===== config.mk =====
export PLATFORM = sky130hd
export DESIGN_NAME = pic_cpu_agent
export DESIGN_NICKNAME = d
export VERILOG_FILES = /design/src/rtl/pic_pkg.sv /design/src/rtl/pic_sync2.sv /design/src/rtl/pic_cpu_agent.sv
export SDC_FILE = /design/constraint.sdc
export NUM_CORES = 1
export LEC_CHECK = 0
export ABC_AREA = 0
export CORE_MARGIN = 3
export CORE_UTILIZATION = 30
export DETAILED_ROUTE_END_ITERATION = 10
export GPL_TIMING_DRIVEN = 1
export PLACE_DENSITY = 0.7
export SLEW_MARGIN = 40
export SYNTH_ARGS = -nofsm -noshare
export SYNTH_HDL_FRONTEND = slang
export SYNTH_SLANG_ARGS = --single-unit

===== constraint.sdc =====
create_clock -name clock -period 5.2 [get_ports clock]
set_clock_uncertainty 0.1 [all_clocks]
set_input_delay 1.04 -clock clock [delete_from_list [all_inputs] [get_ports clock]]
set_output_delay 1.04 -clock clock [all_outputs]
set_load 0.02 [all_outputs]

===== src/rtl/pic_pkg.sv =====
// Shared FSM state encoding, 8080 CALL opcode and A0 command-word selects for the
// PIC processor-interface agent; also the strobe/gap counter width helper.
package pic_pkg;

  typedef enum logic [2:0] {
    ST_IDLE,
    ST_INTA_LO,
    ST_INTA_HI,
    ST_DELIVER,
    ST_BUS_SETUP,
    ST_BUS_STROBE,
    ST_BUS_HOLD
  } pic_state_t;

  localparam logic [7:0] CALL_OPCODE = 8'hCD;

  // A0 = 0 selects ICW1/OCW2/OCW3, A0 = 1 selects ICW2-4/OCW1.
  localparam logic A0_ICW1 = 1'b0;
  localparam logic A0_OCW2 = 1'b0;
  localparam logic A0_OCW3 = 1'b0;
  localparam logic A0_ICW2 = 1'b1;
  localparam logic A0_ICW3 = 1'b1;
  localparam logic A0_ICW4 = 1'b1;
  localparam logic A0_OCW1 = 1'b1;

  function automatic int cnt_width(input int pulse, input int gap);
    return $clog2(((pulse > gap) ? pulse : gap) + 1);
  endfunction

endpackage


===== src/rtl/pic_sync2.sv =====
// Two-flop synchroniser bringing the controller's asynchronous INTERRUPT line into
// the clock domain; two clocks of latency, cleared by asynchronous reset.
module pic_sync2 (
  input  logic clock,
  input  logic reset_n,
  input  logic d,
  output logic q
);

  logic meta;

  always_ff @(posedge clock or negedge reset_n) begin
    if (!reset_n) begin
      meta <= 1'b0;
      q    <= 1'b0;
    end else begin
      meta <= d;
      q    <= meta;
    end
  end

endmodule


===== src/rtl/pic_cpu_agent.sv =====
// CPU-side initiator for the PIC: runs INTA_n acknowledge sequences (8086 or 8080 style)
// and CS_n/RD_n/WR_n register cycles; the vector is held on vec_valid until vec_ready.
module pic_cpu_agent
  import pic_pkg::*;
#(
  parameter int PULSE_CYCLES = 2,
  parameter int GAP_CYCLES   = 2,
  parameter int MODE_8086    = 1
) (
  input  logic        clock,
  input  logic        reset_n,
  input  logic        int_in,
  input  logic        int_enable,
  output logic        inta_n,
  output logic        cs_n,
  output logic        rd_n,
  output logic        wr_n,
  output logic        a0,
  output logic [7:0]  data_out,
  output logic        data_oe,
  input  logic [7:0]  data_in,
  output logic        vec_valid,
  input  logic        vec_ready,
  output logic [7:0]  vec_data,
  output logic [15:0] call_addr,
  input  logic        host_req,
  input  logic        host_we,
  input  logic        host_a0,
  input  logic [7:0]  host_wdata,
  output logic        host_ack,
  output logic [7:0]  host_rdata,
  output logic        busy
);

  localparam int            CW         = cnt_width(PULSE_CYCLES, GAP_CYCLES);
  localparam logic [CW-1:0] PULSE_LOAD = CW'(PULSE_CYCLES - 1);
  localparam logic [CW-1:0] GAP_LOAD   = CW'(GAP_CYCLES - 1);
  localparam bit            IS_8086    = (MODE_8086 != 0);
  localparam logic [1:0]    LAST_PULSE = IS_8086 ? 2'd2 : 2'd3;

  pic_state_t    state, state_nxt;
  logic [CW-1:0] cnt, cnt_nxt;
  logic [1:0]    pulse, pulse_nxt;
  logic          int_sync;
  logic          cnt_done;
  logic          bus_we;

  pic_sync2 u_sync (
    .clock   (clock),
    .reset_n (reset_n),
    .d       (int_in),
    .q       (int_sync)
  );

  assign cnt_done = (cnt == '0);

  always_ff @(posedge clock or negedge reset_n) begin
    if (!reset_n) begin
      state <= ST_IDLE;
      cnt   <= '0;
      pulse <= 2'd0;
    end else begin
      state <= state_nxt;
      cnt   <= cnt_nxt;
      pulse <= pulse_nxt;
    end
  end

  // The counter is reloaded on every state entry and parks at zero otherwise.
  always_comb begin
    state_nxt = state;
    pulse_nxt = pulse;
    cnt_nxt   = cnt_done ? cnt : cnt - CW'(1);
    case (state)
      ST_IDLE: begin
        if (int_sync && int_enable && !vec_valid) begin
          state_nxt = ST_INTA_LO;
          pulse_nxt = 2'd1;
          cnt_nxt   = PULSE_LOAD;
        end else if (host_req) begin
          state_nxt = ST_BUS_SETUP;
          cnt_nxt   = '0;
        end
      end
      ST_INTA_LO: begin
        if (cnt_done) begin
          if (pulse == LAST_PULSE) begin
            state_nxt = ST_DELIVER;
            cnt_nxt   = '0;
          end else begin
            state_nxt = ST_INTA_HI;
            cnt_nxt   = GAP_LOAD;
          end
        end
      end
      ST_INTA_HI: begin
        if (cnt_done) begin
          state_nxt = ST_INTA_LO;
          pulse_nxt = pulse + 2'd1;
          cnt_nxt   = PULSE_LOAD;
        end
      end
      ST_DELIVER: begin
        if (vec_ready) begin
          state_nxt = ST_IDLE;
        end
      end
      ST_BUS_SETUP: begin
        state_nxt = ST_BUS_STROBE;
        cnt_nxt   = PULSE_LOAD;
      end
      ST_BUS_STROBE: begin
        if (cnt_done) begin
          state_nxt = ST_BUS_HOLD;
          cnt_nxt   = '0;
        end
      end
      ST_BUS_HOLD: begin
        state_nxt = ST_IDLE;
      end
      default: begin
        state_nxt = ST_IDLE;
        cnt_nxt   = '0;
      end
    endcase
  end

  always_comb begin
    inta_n    = 1'b1;
    cs_n      = 1'b1;
    rd_n      = 1'b1;
    wr_n      = 1'b1;
    data_oe   = 1'b0;
    vec_valid = 1'b0;
    host_ack  = 1'b0;
    case (state)
      ST_INTA_LO: inta_n = 1'b0;
      ST_DELIVER: vec_valid = 1'b1;
      ST_BUS_SETUP: begin
        cs_n    = 1'b0;
        data_oe = bus_we;
      end
      ST_BUS_STROBE: begin
        cs_n    = 1'b0;
        rd_n    = bus_we;
        wr_n    = !bus_we;
        data_oe = bus_we;
      end
      ST_BUS_HOLD: begin
        cs_n     = 1'b0;
        data_oe  = bus_we;
        host_ack = 1'b1;
      end
      default: ;
    endcase
  end

  assign busy = (state != ST_IDLE);

  // Bytes are sampled on the last low clock of each strobe, when the controller has settled.
  always_ff @(posedge clock or negedge reset_n) begin
    if (!reset_n) begin
      a0         <= 1'b0;
      data_out   <= 8'h00;
      bus_we     <= 1'b0;
      vec_data   <= 8'h00;
      call_addr  <= 16'h0000;
      host_rdata <= 8'h00;
    end else begin
      if (state == ST_IDLE && state_nxt == ST_BUS_SETUP) begin
        a0     <= host_a0;
        bus_we <= host_we;
        if (host_we) begin
          data_out <= host_wdata;
        end
      end
      if (state == ST_INTA_LO && cnt_done) begin
        case (pulse)
          2'd1: if (!IS_8086) vec_data <= data_in;
          2'd2: begin
            if (IS_8086) vec_data <= data_in;
            else         call_addr[7:0] <= data_in;
          end
          2'd3: call_addr[15:8] <= data_in;
          default: ;
        endcase
      end
      if (state == ST_BUS_STROBE && cnt_done && !bus_we) begin
        host_rdata <= data_in;
      end
    end
  end

endmodule


# Yosys cells after proc, flatten, opt, wreduce, memory -nomap -nowiden
# Index checks and enable logic that the tools add are counted.
# word_totals
elab_cells	68
regBits	43
# classes
addsub	2
n_mux	26
n_eq_ne	11
reduce_logical	18
# op_table
operator	count
$mux W3	6
$pmux W3 S6	1
$mux W2	8
$eq A3 B3 Y1 const B	4
$pmux W2 S6	1
$mux W1	9
$eq A3 B2 Y1 const B	2
$logic_and A1 B1 Y1	6
$reduce_and A2 Y1	3
$eq A2 B2 Y1 const B	2
$ne A2 B2 Y1 const B	2
$pmux W2 S2	1
$eq A3 B1 Y1 const B	1
$logic_not A3 Y1	1
$reduce_and A3 Y1	1
$reduce_bool A3 Y1	1
$reduce_or A3 Y1	1
$add A2 B1 Y2 const B	1
$logic_not A1 Y1	2
$logic_not A2 Y1	1
$reduce_bool A2 Y1	1
$reduce_or A2 Y1	1
$sub A2 B1 Y2 const B	1

# Depth between registers and ports, before layout
# Gate-level depths: netlist of the first run.
# logic_depth
word_depth	9
mapped_depth	6
depth_no_buf	6

# Cells and area by module
# Synthesis of the first run repeated with hierarchy kept, for this count alone.
# unflattened
hier_cells	145
area_unflattened_um2	1889.3
# modules_own_cells
mod	cells_each	instances	seq_area_each_um2	area_each_um2
pic_cpu_agent	143	1	1026.0	1839.3
pic_sync2	2	1	50.0	50.0

# Least setup slack after synthesis of the first run
# No wires, ideal clock.
# synth_timing
path_kind	flip-flop to output port
startpoint	register state[0]
endpoint	output port vec_valid
path_slack_ps	3005
arrival_ps	1055
path_stages_with_launch	4
path_cell_list	dfrtp_1 buf_1 nand2_1 nor2_1
# synth_between
elab_chain_len	2
# synth_rtl
element	line	source
start, declared	pic_cpu_agent.sv:41	pic_state_t state, state_nxt;
start signal, assigned	pic_cpu_agent.sv:63	state <= state_nxt;
$eq A3 B2 Y1	pic_cpu_agent.sv:136	case (state)
$mux W1	pic_cpu_agent.sv:136	
end, declared	pic_cpu_agent.sv:22	output logic vec_valid,
# No other way between the ends.

# Worst setup path in the final report of the first run
# layout_timing
startpoint	register state[2]
endpoint	output port rd_n
# layout_between
elab_chain_len	2
# layout_rtl
element	line	source
$eq A3 B3 Y1	pic_cpu_agent.sv:136	
$mux W1	pic_cpu_agent.sv:136	
end, declared	pic_cpu_agent.sv:16	output logic rd_n,
# No other way between the ends.

==> results of run 1 <==
per-layer routing:
layer  vias up  routed length [um]  global-route usage  part of all wire
li1        615                   -                   -                 -
met1       612                1780               0.144              0.44
met2        44                1880               0.177              0.47
met3         9                 259              0.0379             0.065
met4         0                  88              0.0446             0.022
met5         -                   0                   0                 0
worst max-delay path, delay by kind of cell (launching register included):
family | cells | cell delay (ns)
buffers and inverters | 2 | 0.67
flip-flops | 1 | 0.60
AND/OR/NAND/NOR | 1 | 0.40
state kept, by name (all words and copies together), names as in the netlist:
name and count:
a0 1, bus_we 1, call_addr 8, cnt 2, data_out 8, host_rdata 8, pulse 2, state 3
u_sync.meta 1, u_sync.q 1, vec_data 8
cell families after synthesis:
| kind of cell | share of synthesized area |
|---|---|
| other cells | 0.00198 |
| simple gates | 0.105 |
| mux | 0.218 |
| fa+ha+maj | 0.0132 |
| buf+inv | 0.0477 |
| flops | 0.570 |
| xor+xnor | 0.00927 |
| compound gates | 0.0358 |
per-stage QoR:
step                 util  instances  hold WS [ns]
finish              0.440        287         0.255
global route        0.440        287         0.265
CTS                 0.440        287         0.260
detailed placement  0.426        279         0.235
global placement    0.425        279         0.235
floorplan               -        152         0.231
report_power, final:
group          switching, uW  internal (uW)
clock                    113           93.9
combinational            394            454
sequential               116            491
area by class of cell:
type	instances	area, sq um
fillers	577	3380
flip-flops and latches	43	1080
multi-input cells	95	749
repair buffers	64	638
well taps	75	93.8
clock buffers	6	72.6
clock inverters	2	12.5
inverters	2	7.51
synth_stat cells, types with 2 or more instances:
library cell	n
nand2_1	11
buf_1	2
xnor2_1	2
mux2_1	4
o21ai_0	5
nor2_1	6
mux2_4	8
ha_1	2
dfrtp_1	43
nand2_2	2
nand4_1	2
mux2_2	21
a21oi_1	3
o22ai_1	2
nand3_1	3
buf_4	8
nand2b_1	4
worst paths after layout:
kind | from | end | slack, ns | cells past startpoint
worst max-delay path | state[2] | rd_n | 2.11 | 3
worst min-delay path | u_sync.meta | u_sync.q | 0.26 | 0
worst max register to register | state[2] | host_rdata[1] | 3.06 | 4
worst min register to register | u_sync.meta | u_sync.q | 0.26 | 0
max in group asynchronous | reset_n | data_out[1] | 4.00 | 1
min in group asynchronous | reset_n | call_addr[10] | 0.63 | 1
==> impl_metrics.toml, run 1 <==
[outcome]
status = "finished, final reports clean"

[die]
coreArea_sq_mm = 0.00603
fp-row-count = 28
die_y_um = 85.4
start_util = 0.314
num_io_pins = 73
die_x_um = 85.4
die_area_sq_mm = 0.00729

[synthesis]
synth.area.top_cells = "dfrtp_1 (57%), mux2_2 (13%), mux2_4 (6.4%)"
ys_seq_area_frac = 0.570
ys_types = 34
async_flop_share = 1.00
synth.largest_area_cell = "dfrtp_1"
synth_edf_count = 0
netlist_instances = 145
yosysTopAreaCellShare = 0.570
syn_area_sq_mm = 0.00189
synth_area_per_cell_sq_um = 13.0
synth-seq-cells = 43
yosysWarnings = 0
ys.flop_type = "dfrtp_1"

[clock_network]
clockBufferDepth = 2
h-tree-depth = 2
clkLatencyLatePin_ns = 0.29
cts_buffers = 5
cts_tree = "built"
cts_sinks = 43
ctsRootBufferMaster = "clkbuf_8"
path_clk_slew_ns = 0.08
post_cts_buffers = 0
cts_hold_buf = 0
cts_resized = 0

[detailed_routing]
ant_nets = 0
routedWlPerCell_um = 14.0
dr.pass1.iters = 4
post_drt_via_cell_ratio = 4.46
drt_iter0_drc = 92
wl_um = 4010
drcViolationCount = 0
num_vias = 1280

[sta]
period_share = 0.594
final.min_clock_period_ns = 3.09
tightest_slew_ns = 0.587
rsz0062_at_grt = "false"
fin_ws_ns = 2.11
fin_setup_tns_ns = 0
maxSlewHeadroom = 0.609
maxSlewViolCount = 0
setup_viol = 0
max_freq_mhz = 324
hold_viol = 0

[global_route]
grt_overflow = 0
grt_pass1_vias = 1264
grt_max_degree = 44
grt_pass1_wl_um = 6460
antenna_found_initial = 0
track_usage = 0.113

[setup_path]
crit_slowest_cell = "dfrtp_1"
critPathKind = "reg2out"
crit_chain = "inv_2, or3_4, clkdlybuf4s50_1"
cp.required_ns = 4.06
crit_fanout = 13
arrival_ns = 1.95
critPathLaunchType = "register"
critPathMaxStageDelay_ns = 0.60
crit_path_end_kind = "output port"

[run]
drv_cap = 0

[place]
gp_congestion = 0.864
place_ws_ns = 2.34
place_area_sq_mm = 0.00256
port_buffers = 64
dp_hpwl_um = 2920

[min_path]
min_path_type = "reg2reg"

[cells_and_area]
layout-drive-gt1-share = 0.203
diodes = 0
final_common_cell = "clkdlybuf4s50_1"
postLayoutCellArea_sq_mm = 0.00265
mostFrequentLayoutCells = "clkdlybuf4s50_1 (63), dfrtp_1 (43), mux2_2 (21)"
fin_nets = 237
syn2layout_area_growth_pct = 40.3

[pwr]
power_density_mw_per_mm2 = 627
leakage_uw = 0.00114
power_uw = 1660
vdd_drop_max_uv = 327
No activity file was read; power rests on OpenSTA's default activity.
==> run 2: changes to the inputs <==
--- a/config.mk
+++ b/config.mk
@@ -10,7 +10,7 @@
 export CORE_UTILIZATION = 30
 export DETAILED_ROUTE_END_ITERATION = 10
 export GPL_TIMING_DRIVEN = 1
-export PLACE_DENSITY = 0.7
+export PLACE_DENSITY = 0.73
 export SLEW_MARGIN = 40
 export SYNTH_ARGS = -nofsm -noshare
 export SYNTH_HDL_FRONTEND = slang
==> constraint.sdc (replaced) <==
create_clock -name clock -period 2.84 [get_ports clock]
set_clock_uncertainty 0.1 [all_clocks]
set_input_delay 0.568 -clock clock [delete_from_list [all_inputs] [get_ports clock]]
set_output_delay 0.568 -clock clock [all_outputs]
set_load 0.02 [all_outputs]
==> run 2 against run 1 <==
  * Worst setup slack lost 1.9 ns
  * Power grew 82%
  * Combinational power grew 83%
  * Sequential share of layout area grew 0.058 points
  * Clock power grew 78%
  * Via count grew 2.3%
  * Sequential power grew 83%
  * Global-route usage shrank 0.34 points
  * Largest power group unchanged
  * Critical path depth is the same
==> impl_metrics.toml, run 2 (same netlist as run 1, synthesis figures left out) <==
[global_route]
grt_max_degree = 44
grt_overflow = 0
grt_pass1_wl_um = 6320
grt_pass1_vias = 1322
track_usage = 0.110
antenna_found_initial = 0

[sta]
tightest_slew_ns = 0.561
max_freq_mhz = 385
hold_viol = 0
final.min_clock_period_ns = 2.60
maxSlewViolCount = 0
rsz0062_at_grt = "false"
setup_viol = 0
fin_setup_tns_ns = 0
maxSlewHeadroom = 0.626
period_share = 0.915

[min_path]
min_path_type = "in2async"

[cells_and_area]
diodes = 0
fillers = 587
final_cells = 287
fin_nets = 237
final-seq-area_sq_mm = 0.00108
final_common_cell = "clkdlybuf4s50_1"
multiInputGateArea_sq_um = 749
layout-drive-gt1-share = 0.198
syn2layout_area_growth_pct = 40.1
mostFrequentLayoutCells = "clkdlybuf4s50_1 (63), dfrtp_1 (43), mux2_2 (21)"

[clock_network]
cts_sinks = 43
cts_tree = "built"
ctsRootBufferMaster = "clkbuf_8"
cts_buffers = 5
post_cts_buffers = 0
h-tree-depth = 2
clockBufferDepth = 2
path_clk_slew_ns = 0.08
cts_hold_buf = 0
cts_resized = 0
clkLatencyLatePin_ns = 0.29

[setup_path]
critPathMaxStageDelay_ns = 0.58
critPathLaunchType = "register"
crit_chain = "inv_2, or3_4, clkdlybuf4s50_1"
arrival_ns = 1.93
crit_fanout = 13
crit_slowest_cell = "dfrtp_1"
crit_path_end_kind = "output port"
critPathKind = "reg2out"
cp.required_ns = 2.17

[detailed_routing]
post_drt_via_cell_ratio = 4.56
drt_iter0_drc = 38
dr.pass1.iters = 5
wl_um = 3870
ant_nets = 0
drcViolationCount = 0
routedWlPerCell_um = 13.5
num_vias = 1310

[pwr]
vdd_drop_max_uv = 471
leakage_uw = 0.00114
power_density_mw_per_mm2 = 1150

[die]
die_y_um = 85.4
num_io_pins = 73
die_x_um = 85.4
start_util = 0.314
die_area_sq_mm = 0.00729
fp-row-count = 28
coreArea_sq_mm = 0.00603

[run]
drv_cap = 0

[place]
port_buffers = 64
place_inst = 279
gp_congestion = 0.767
dp_hpwl_um = 2840

[outcome]
status = "finished, final reports clean"
[run 2: path summary, 6_finish.rpt]
kind	startpoint	end	slack (ns)	depth (start not counted)
setup / recovery	state[2]	rd_n	0.24	3
hold / removal	reset_n	vec_data[7]	0.15	1
setup reg to reg	state[2]	host_rdata[2]	0.73	4
hold reg to reg	u_sync.meta	u_sync.q	0.25	0
max in group asynchronous	reset_n	state[1]	2.12	1
min in group clock	u_sync.meta	u_sync.q	0.25	0
[run 2: stage by stage]
step	total power, uW	util	hold WS (ns)	setup WS, ns	area [sq um]
global route	3230	0.439	0.199	0.140	2650
floorplan	1980	-	0.172	1.05	1920
finish	3030	0.439	0.155	0.242	2650
CTS	3080	0.439	0.181	0.223	2650
global placement	2660	0.425	0.232	0.545	2560
detailed placement	2690	0.426	0.239	0.492	2560
[run 2: layout make-up]
| type | count | share of cell area |
|---|---|---|
| clock inverters | 1 | 0.00189 |
| clock buffers | 7 | 0.0288 |
| well taps | 75 | 0.0355 |
| flip-flops and latches | 43 | 0.407 |
| inverters | 2 | 0.00284 |
| multi-input cells | 95 | 0.283 |
| repair buffers | 64 | 0.241 |
[run 2: critical path: cells and delay by family, from the launching register on]
kind | cells | cell delay (ns)
flops | 1 | 0.58
buf+inv | 2 | 0.66
simple gates | 1 | 0.40
[run 2: metal layers]
metal	track usage	vias to the layer above	part of all wire
li1	-	619	-
met1	0.152	624	0.46
met2	0.157	62	0.44
met3	0.0350	5	0.083
met4	0.0460	0	0.011
met5	0	-	0
[run 2: where the power goes]
part	switching (uW)	internal, uW	total, uW	leakage, uW
sequential	213	900	1110	0.000511
combinational	720	832	1550	0.000590
clock	196	173	368	0.0000422
total	1130	1900	3030	0.00114
==> run 3: changes to the inputs <==
--- a/config.mk
+++ b/config.mk
@@ -6,8 +6,9 @@
 export NUM_CORES = 1
 export LEC_CHECK = 0
 export ABC_AREA = 0
-export CORE_MARGIN = 3
+export ABC_CLOCK_PERIOD_IN_PS = 2840
 export CORE_UTILIZATION = 30
+export CTS_BUF_LIST = sky130_fd_sc_hd__clkbuf_8
 export DETAILED_ROUTE_END_ITERATION = 10
 export GPL_TIMING_DRIVEN = 1
 export PLACE_DENSITY = 0.73
==> run 3 against run 2 <==
  * Cell area unchanged
  * Register-to-register slack worse by 0.02 ns
  * Core utilization up 0.26 points
  * Sequential power about the same
  * Count of clock-buffer cells in the layout down 2
  * Routed wire length down 1.2%
  * Non-clock buffer count unchanged
  * Worst setup slack worse by 0.020 ns
==> impl_metrics.toml, run 3 (same netlist as run 1, synthesis figures left out) <==
[detailed_routing]
ant_nets = 0
drcViolationCount = 0
wl_um = 3820
post_drt_via_cell_ratio = 4.67
dr.pass1.iters = 4
routedWlPerCell_um = 13.3
drt_iter0_drc = 94
num_vias = 1339

[sta]
rsz0062_at_grt = "false"
period_share = 0.922
final.min_clock_period_ns = 2.62
fin_ws_ns = 0.222
fin_setup_tns_ns = 0
tightest_slew_ns = 0.554
hold_viol = 0
max_freq_mhz = 382
maxSlewHeadroom = 0.630
maxSlewViolCount = 0
setup_viol = 0

[cells_and_area]
mostFrequentLayoutCells = "clkdlybuf4s50_1 (63), dfrtp_1 (43), mux2_2 (21)"
final_cells = 287
multiInputGateArea_sq_um = 749
syn2layout_area_growth_pct = 40.1
fillers = 558
final_common_cell = "clkdlybuf4s50_1"
diodes = 0
final-seq-area_sq_mm = 0.00108
fin_nets = 237
layout-drive-gt1-share = 0.198

[global_route]
gr-usage-met3 = 0.0449
grt_pass1_vias = 1295
grt_max_degree = 44
gr-usage-met1 = 0.171
grt_overflow = 0
grt_busiest_layer = "met2"
antenna_found_initial = 0
grt_use_met2 = 0.193
track_usage = 0.128
grt_pass1_wl_um = 6310

[die]
start_util = 0.315
die_y_um = 81.4
die_area_sq_mm = 0.00662
num_io_pins = 73
die_x_um = 81.4
fp-row-count = 28
coreArea_sq_mm = 0.00599

[setup_path]
cp.required_ns = 2.17
critPathMaxStageDelay_ns = 0.60
critPathLaunchType = "register"
critPathKind = "reg2out"
arrival_ns = 1.95
crit_path_end_kind = "output port"
rr_worst_depth = 4
cp_num_buf_inv = 2
crit_slowest_cell = "dfrtp_1"
timing.rr.end = "host_rdata[2]"
crit_chain = "inv_2, or3_4, clkdlybuf4s50_1"
crit_fanout = 13
reg2reg_slack_ns = 0.71
r2r_start = "state[2]"
critical-path-top-delay-family = "buffers and inverters"

[clock_network]
h-tree-depth = 2
clkLatencyLatePin_ns = 0.28
cts_resized = 0
post_cts_buffers = 0
cts_hold_buf = 0
cts_buffers = 5
cts_sinks = 43
clockBufferDepth = 2
cts_tree = "built"
ctsRootBufferMaster = "clkbuf_8"
path_clk_slew_ns = 0.08

[run]
drv_cap = 0

[place]
place_ws_ns = 0.469
place_inst = 279
dp_hpwl_um = 2740
gp_congestion = 0.788
port_buffers = 64

[min_path]
min_path_type = "in2async"

[pwr]
vdd_drop_max_uv = 446
leakage_uw = 0.00115
power_density_mw_per_mm2 = 1140

[outcome]
status = "finished, final reports clean"
run 3: area by class of cell:
class                   instances  share of cell area
clock buffers                   5              0.0260
clock inverters                 3             0.00473
inverters                       2             0.00284
multi-input cells              95               0.283
flip-flops and latches         43               0.407
well taps                      75              0.0355
repair buffers                 64               0.241
run 3: how the worst max path moves through the flow:
stage	start	endpoint	slack, ns	cells past startpoint
2_1_floorplan	state[1]	host_rdata[0]	1.05	5
3_3_place_gp	int_enable	data_out[3]	0.50	4
3_5_place_dp	int_enable	data_out[7]	0.47	4
4_1_cts	state[2]	rd_n	0.22	3
5_1_grt	state[2]	rd_n	0.14	3
6_report	state[2]	rd_n	0.22	3
run 3: routing by layer:
metal / share of wire / vias to the layer above
li1: - / 616
met1: 0.43 / 673
met2: 0.50 / 45
met3: 0.062 / 5
met4: 0.0073 / 0
met5: 0 / -
run 3: through the flow:
| step | hold slack (ns) | util | cell area, sq um | total power, uW |
|---|---|---|---|---|
| finish | 0.164 | 0.442 | 2650 | 3020 |
| global route | 0.184 | 0.442 | 2650 | 3220 |
| CTS | 0.177 | 0.442 | 2650 | 3060 |
| detailed placement | 0.235 | 0.428 | 2560 | 2680 |
| global placement | 0.236 | 0.428 | 2560 | 2660 |
| floorplan | 0.172 | - | 1920 | 1980 |
run 3: where the power goes:
part | switching, uW | total [uW] | internal, uW
registers | 219 | 1120 | 900
logic | 711 | 1540 | 832
clock network | 193 | 358 | 165
